<file path="src/rtl/simd_pkg.sv">
// rtl/simd_pkg.sv - shared state encodings and Q8.8 datapath constants for the SIMD conv array
package simd_pkg;

    localparam logic [2:0] ST_IDLE   = 3'd0;
    localparam logic [2:0] ST_CLEAR  = 3'd1;
    localparam logic [2:0] ST_MAC    = 3'd2;
    localparam logic [2:0] ST_DRAIN  = 3'd3;
    localparam logic [2:0] ST_RESULT = 3'd4;
    localparam logic [2:0] ST_DONE   = 3'd5;

    localparam int DATA_W    = 16;
    localparam int FRAC_BITS = 8;
    localparam int ACC_W     = 32;

    localparam int DEF_KSIZE = 9;
    localparam int DEF_LANES = 4;

endpackage

</file>
<file path="src/rtl/simd_conv_ctrl.sv">
// rtl/simd_conv_ctrl.sv - window sequencer issuing pixel/weight reads and PE strobes
module simd_conv_ctrl
    import simd_pkg::*;
#(
    parameter int KSIZE   = DEF_KSIZE,
    parameter int ADDR_W  = 12,
    parameter int WADDR_W = 4,
    parameter int WIN_W   = 10,
    parameter int RD_LAT  = 1
) (
    input  logic               clk,
    input  logic               rst_n,
    input  logic               start,
    input  logic [WIN_W-1:0]   num_win,
    input  logic [ADDR_W-1:0]  pix_base,
    output logic               busy,
    output logic               done,
    output logic               pix_rd_en,
    output logic [ADDR_W-1:0]  pix_addr,
    output logic               wgt_rd_en,
    output logic [WADDR_W-1:0] wgt_addr,
    output logic               clr_acc,
    output logic               en_mac,
    output logic               res_valid,
    input  logic               res_ready,
    output logic [WIN_W-1:0]   res_win
);

    localparam logic [WADDR_W-1:0] LAST_TAP = WADDR_W'(KSIZE - 1);

    logic [2:0]        state;
    logic [WIN_W-1:0]  nwin;
    logic [WIN_W-1:0]  win;
    logic [RD_LAT-1:0] mac_pipe;

    // pix_addr doubles as the running pointer and wgt_addr as the tap counter:
    // each registered issue is the previous issue plus one.
    assign en_mac  = mac_pipe[RD_LAT-1];
    assign res_win = win;

    always_ff @(posedge clk or negedge rst_n) begin
        if (!rst_n) begin
            state     <= ST_IDLE;
            busy      <= 1'b0;
            done      <= 1'b0;
            pix_rd_en <= 1'b0;
            wgt_rd_en <= 1'b0;
            pix_addr  <= '0;
            wgt_addr  <= '0;
            clr_acc   <= 1'b0;
            res_valid <= 1'b0;
            nwin      <= '0;
            win       <= '0;
            mac_pipe  <= '0;
        end else begin
            mac_pipe  <= (mac_pipe << 1) | RD_LAT'(pix_rd_en);
            done      <= 1'b0;
            clr_acc   <= 1'b0;
            pix_rd_en <= 1'b0;
            wgt_rd_en <= 1'b0;
            res_valid <= 1'b0;
            case (state)
                ST_IDLE: begin
                    if (start) begin
                        busy <= 1'b1;
                        if (num_win == '0) begin
                            state <= ST_DONE;
                            done  <= 1'b1;
                        end else begin
                            state     <= ST_CLEAR;
                            nwin      <= num_win;
                            win       <= '0;
                            pix_addr  <= pix_base;
                            wgt_addr  <= '0;
                            pix_rd_en <= 1'b1;
                            wgt_rd_en <= 1'b1;
                            clr_acc   <= 1'b1;
                        end
                    end
                end
                ST_CLEAR, ST_MAC: begin
                    if (wgt_addr == LAST_TAP) begin
                        state <= ST_DRAIN;
                    end else begin
                        state     <= ST_MAC;
                        pix_addr  <= pix_addr + 1'b1;
                        wgt_addr  <= wgt_addr + 1'b1;
                        pix_rd_en <= 1'b1;
                        wgt_rd_en <= 1'b1;
                    end
                end
                ST_DRAIN: begin
                    state     <= ST_RESULT;
                    res_valid <= 1'b1;
                end
                ST_RESULT: begin
                    if (!res_ready) begin
                        res_valid <= 1'b1;
                    end else if (win == nwin - 1'b1) begin
                        state <= ST_DONE;
                        done  <= 1'b1;
                    end else begin
                        // next window continues straight on from the last tap address
                        state     <= ST_CLEAR;
                        win       <= win + 1'b1;
                        pix_addr  <= pix_addr + 1'b1;
                        wgt_addr  <= '0;
                        pix_rd_en <= 1'b1;
                        wgt_rd_en <= 1'b1;
                        clr_acc   <= 1'b1;
                    end
                end
                ST_DONE: begin
                    state <= ST_IDLE;
                    busy  <= 1'b0;
                end
                default: begin
                    state <= ST_IDLE;
                    busy  <= 1'b0;
                end
            endcase
        end
    end

endmodule

</file>
<file path="config.mk">
export PLATFORM = sky130hd
export DESIGN_NAME = simd_conv_ctrl
export DESIGN_NICKNAME = d
export VERILOG_FILES = /design/src/rtl/simd_pkg.sv /design/src/rtl/simd_conv_ctrl.sv
export SDC_FILE = /design/constraint.sdc
export NUM_CORES = 1
export LEC_CHECK = 0
export CORE_ASPECT_RATIO = 0.75
export CORE_MARGIN = 4
export CORE_UTILIZATION = 45
export CTS_CLUSTER_DIAMETER = 150
export DETAILED_ROUTE_END_ITERATION = 8
export DONT_BUFFER_PORTS = 1
export PLACE_DENSITY_LB_ADDON = 0.25
export SLEW_MARGIN = 25
export SYNTH_ARGS = -nofsm -noshare
export SYNTH_HDL_FRONTEND = slang
export SYNTH_SLANG_ARGS = --single-unit
</file>
<file path="constraint.sdc">
create_clock -name clk -period 3.13 [get_ports clk]
set_input_delay 0.626 -clock clk [delete_from_list [all_inputs] [get_ports clk]]
set_output_delay 0.626 -clock clk [all_outputs]
set_load 0.01 [all_outputs]
</file>
Yosys cells after proc, flatten, opt, wreduce, memory -nomap -nowiden

Index checks and enable logic that the tools add are counted.

$add $sub $neg: 4
$mul: 0
Div/mod/pow operators: 0
$lt $le $gt $ge: 0
Equality and inequality tests: 11
Shifts and indexed selects: 0
Muxes and demuxes: 39
Bitwise gates (word level): 2
Reduce and logical (&&, ||, !) cells: 11

Operator list:

| kind                                                 | count |
|---|---|
| 2-to-1 mux 12 bit                                    | 5 |
| 2-to-1 mux 10 bit                                    | 4 |
| case mux 12 bit (3 select lines)                     | 1 |
| 2-to-1 mux 4 bit                                     | 5 |
| case mux 10 bit (2 select lines)                     | 1 |
| adder 12 x 1 -> 12 bit (second input constant)       | 1 |
| 2-to-1 mux 1 bit                                     | 12 |
| 2-to-1 mux 3 bit                                     | 4 |
| case mux 3 bit (4 select lines)                      | 1 |
| case mux 4 bit (3 select lines)                      | 1 |
| adder 10 x 1 -> 10 bit (second input constant)       | 1 |
| equality test 10 bit                                 | 1 |
| logical NOT 10 bit                                   | 1 |
| inequality test 2 bit (second input constant)        | 5 |
| subtractor 10 x 1 -> 10 bit (second input constant)  | 1 |
| case mux 1 bit (2 select lines)                      | 4 |
| equality test 3 x 2 -> 1 bit (second input constant) | 2 |
| AND reduction 6 bit                                  | 1 |
| AND reduction 5 bit                                  | 1 |
| adder 4 x 1 -> 4 bit (second input constant)         | 1 |
| equality test 4 bit (second input constant)          | 1 |
| AND reduction 2 bit                                  | 2 |
| OR reduction 4 bit                                   | 1 |
| equality test 3 x 1 -> 1 bit (second input constant) | 1 |
| 8 further kinds                                      | 9 |

Bits in registers: 45
Bits in latches: 0
RAM bits: 0
Bits in read-only memories: 0
Output and inout port bits: 33
Logic and storage cells: 78
Memories kept: 0

Depth between registers and ports, before layout

Gate-level depths: netlist (run 1).

Depth in word-level cells: 5
Gate-level depth with buffers: 11

Worst setup path before layout (run 1)

OpenSTA, ideal clock, no wires.

Kind: reg2reg
Start point: reg nwin[0]
End point: reg pix_addr[3]
Arrival time: 2.377 ns
Data required time: 3.009 ns
Slack: 0.632 ns
Cell stages (with the launch flop): 12
Path buffers: 2
Clock period less this slack: 2.498 ns
Path through: dfrtp_1 -> inv_1 -> ha_1 -> buf_6 -> o21bai_1 -> a2111o_1 -> o311ai_1 -> a31oi_2 -> nor4_2 -> buf_4 -> nor3_1 -> o22a_1

Cells in the longest elaborated chain, start to end: 4

RTL lines:

| item                            | RTL line              | RTL |
|---|---|---|
| start, declared                 | simd_conv_ctrl.sv:32  | `logic [WIN_W-1:0] nwin;` |
| start signal, assigned          | simd_conv_ctrl.sv:71  | `nwin <= num_win;` |
| subtractor 10 x 1 -> 10 bit     | simd_conv_ctrl.sv:99  | `end else if (win == nwin - 1'b1) begin` |
| equality test 10 bit            | simd_conv_ctrl.sv:99  |  |
| inequality test 2 bit (no line) | n/a                   |  |
| AND reduction 6 bit (no line)   | n/a                   |  |
| end signal, assigned            | simd_conv_ctrl.sv:73  | `pix_addr <= pix_base;` |
| end signal, assigned            | simd_conv_ctrl.sv:86  | `pix_addr <= pix_addr + 1'b1;` |
| end signal, assigned            | simd_conv_ctrl.sv:106 | `pix_addr <= pix_addr + 1'b1;` |
| end, declared                   | simd_conv_ctrl.sv:19  | `output logic [ADDR_W-1:0] pix_addr,` |

Every way passes these cells.
A chain may end at the register's enable or synchronous reset.

Worst setup path in the final report (run 1)

Start point: reg nwin[0]
End point: reg win[9] (netlist: res_win[9])

Cells in the longest elaborated chain, start to end: 4

RTL lines:

| item                            | RTL line              | RTL |
|---|---|---|
| subtractor 10 x 1 -> 10 bit     | simd_conv_ctrl.sv:99  |  |
| equality test 10 bit            | simd_conv_ctrl.sv:99  |  |
| inequality test 2 bit (no line) | n/a                   |  |
| AND reduction 5 bit (no line)   | n/a                   |  |
| end signal, assigned            | simd_conv_ctrl.sv:105 | `win <= win + 1'b1;` |
| end, declared                   | simd_conv_ctrl.sv:33  | `logic [WIN_W-1:0] win;` |

Every way passes these cells.

==> run metrics, run 1 <==
sequential share of the synthesized area=0.416; area leader, netlist=dfrtp_1; hold_buf cts=0; Pint=1.66 mW; Switching Power=1.38 mW; register share of total power=0.383; total grt overflow=0; DRT Pass-1 Iters=4; Tot GR Track Use=0.185; status=finished, final reports clean; Final Max Slew Viols=0; Max rail drop VDD=approximately 0.47 mV; M3 GR Usage=0.0528; final worst path period share=0.870; clock latency at the later pin of the worst-skew pair=about 0.29 ns; ys flop type=dfrtp_1; layout cells sized above 1=0.0957; clk_skew=between 0.003 and 0.004 ns; area grow syn2layout=6.71%; ANT cells=0; setup TNS=0 ns; RSZ-0062 raised after global routing=no; Total Power=3.04 mW; P_leak=1.21 nW; Starting Density=0.464; Yosys reg bits=45; via/cell ratio=slightly below 6; Slew headroom=0.682; DPL Wire Length=4810 um; FILL cells=between 500 and 600; Syn. warnings=0; CTS root buf=clkbuf_8; worst endpoint data arrival time=2.95 ns; met2 Use GR=0.275; hold slack=0.0202 ns; met1 layer usage reported by global route=0.264; combinational power share=0.468; core region area=5830 um2; drt drc=0; switching share of power=0.455; IO Count=59; CP Class=reg -> reg; worst path cell trace=inv_1 > ha_1 > o21bai_1 > a2111o_1 > o311ai_1 > a31oi_2 > o311ai_2 > buf_4 > or4_1 > a21oi_1; syn nets=333; Final nets=between 300 and 400; average size of a mapped cell=8.96 um2; initial DRC count=120; H-tree levels=2; worst reg2reg startpoint=nwin[0]; Reg clk slew, reported paths=roughly 0.08 ns; Die Area=7330 um2; fmax=367 MHz; Synth Instances=around 300; Rows=24; die width=97.5 um; slowest CP cell=or4_1; initial antenna violation count=0; Post-synth EDFFs=0; most frequent cell after synthesis=dfrtp_1; DRT Wirelength=roughly 6600 um; crit path from=nwin[0]; PostCTS Resize Cnt=0; CTS buffer count=5; Via Count=~2200; Maximum Capacitance Violations=0; Worst-Margin Slew=0.472 ns; Crit path largest cell delay=0.51 ns; synth cell count leaders=dfrtp_1 (45), nand2_1 (43), o21ai_0 (30), nor2_1 (21); Synth Cell Area=2710 um2; count of cell types in the netlist=53; CTS sink count=45; WL/cell=roughly 17 um; Final Setup Violations=0; Required @ worst endpoint=3.36 ns; Antenna Nets Post-Route=0; die height=75.1 um; Clock power frac=0.149; vias in the first global route=2186; Period minus WS final=2.72 ns; worst-path fanout max=14; crit start category=flip-flop; post-CTS setup buffer count=0; first-pass GRT wire length=10800 um; Cell Pwr Density=~1100 nW/um2; Crit. End Element=flip-flop; Hold Vio Cnt, Final=0; PortBufs=0; top cell type's share of synthesized area=0.416; Tightest Hold Check Type=in -> async; ranking of synthesized cells by area=dfrtp_1 (42%), nand2_1 (6.0%), o21ai_0 (5.6%); placer congestion estimate=0.846; CTS tree=done; busiest grt layer=met2; pin count of the biggest net entering global routing=46; clock buffer depth=2; async set-reset flop share out of synthesis=1.00
-- metrics by stage --
stage                     area [um2]  instances  utilization  worst slack (ns)
after global placement          2750        372        0.472             0.476
after global routing            2890        381        0.495             0.234
final                           2890        381        0.495             0.408
after CTS                       2870        380        0.492             0.424
after detailed placement        2750        372        0.472             0.418
after floorplan                 2710        302            -             0.632
-- cell usage in the layout (no fill, tap or decap), types with 5 or more instances in the layout --
cell and n:
nor2_1 21, nand3_1 7, inv_1 7, nand4_1 6
o31ai_1 5, nand2_1 43, o21ai_0 30, dfrtp_1 45
clkbuf_8 6, ha_1 5, and3_1 9, buf_4 8
xnor2_1 12, xor2_1 7, a31oi_1 7, a21oi_1 12
nor3_1 12
-- per-layer routing --
metal / wire length, um / vias to the layer above
li1: - / 1092
met1: 3280 / 1067
met2: 2800 / 53
met3: 446 / 4
met4: 49 / 0
met5: 0 / -
-- path summary, 6_finish.rpt --
check	endpoint	slack [ns]	cells after the start
max	res_win[9]	0.41	10
min	busy	0.02	0
max reg2reg	res_win[9]	0.41	10
min reg2reg	nwin[9]	0.52	2
max in group asynchronous	res_win[0]	2.79	1
min in group clk	nwin[3]	0.43	2
-- area by class of cell --
| type | instances | area, um2 | area share |
|---|---|---|---|
| multi-input cells | 234 | 1440 | 0.499 |
| flip-flops and latches | 45 | 1130 | 0.390 |
| well taps | 78 | 97.6 | 0.0338 |
| clock buffers | 7 | 86.3 | 0.0299 |
| repair buffers | 9 | 80.1 | 0.0277 |
| clock inverters | 1 | 30.0 | 0.0104 |
| inverters | 7 | 26.3 | 0.00910 |
-- power by group through the flow --
stage | logic (mW) | clock network [mW] | registers, mW
finish | 1.42 | 0.454 | 1.17
CTS | 1.42 | 0.473 | 1.16
floorplan | 1.20 | 0 | 1.05
detailed placement | 1.41 | 0 | 1.17
global route | 1.63 | 0.498 | 1.20
global placement | 1.37 | 0 | 1.17
-- registers in the layout, indices dropped and copies added, names as in the netlist --
signal / count
pix_addr: 12
nwin: 10
res_win: 10
wgt_addr: 4
state: 3
busy: 1
clr_acc: 1
done: 1
en_mac: 1
res_valid: 1
wgt_rd_en: 1
-- cell families (layout without fill, tap and decap cells) --
family | count (synthesis) | after routing | synth area share
AO/OA/AOI/OAI | 82 | 82 | 0.197
multiplexers | 4 | 4 | 0.0148
buffers and inverters | 23 | 24 | 0.0513
AND/OR/NAND/NOR | 124 | 124 | 0.235
adder cells (fa/ha/maj) | 5 | 5 | 0.0231
flip-flops | 45 | 45 | 0.416
XOR/XNOR | 19 | 19 | 0.0615
-- critical path: cells and delay by family, from the launching register on --
| kind | cells | cell delay, ns |
|---|---|---|
| flip-flops | 1 | 0.44 |
| buffers and inverters | 2 | 0.29 |
| AND/OR/NAND/NOR | 1 | 0.51 |
| adder cells (fa/ha/maj) | 1 | 0.34 |
| AO/OA/AOI/OAI | 6 | 1.09 |
Power figures use the tool's default switching activity.
==> inputs of run 2 (changes only) <==
CAP_MARGIN = 20   (was not set)
==> results of run 2 <==
No change in the layout: final DEF, timing and power equal those of run 1.
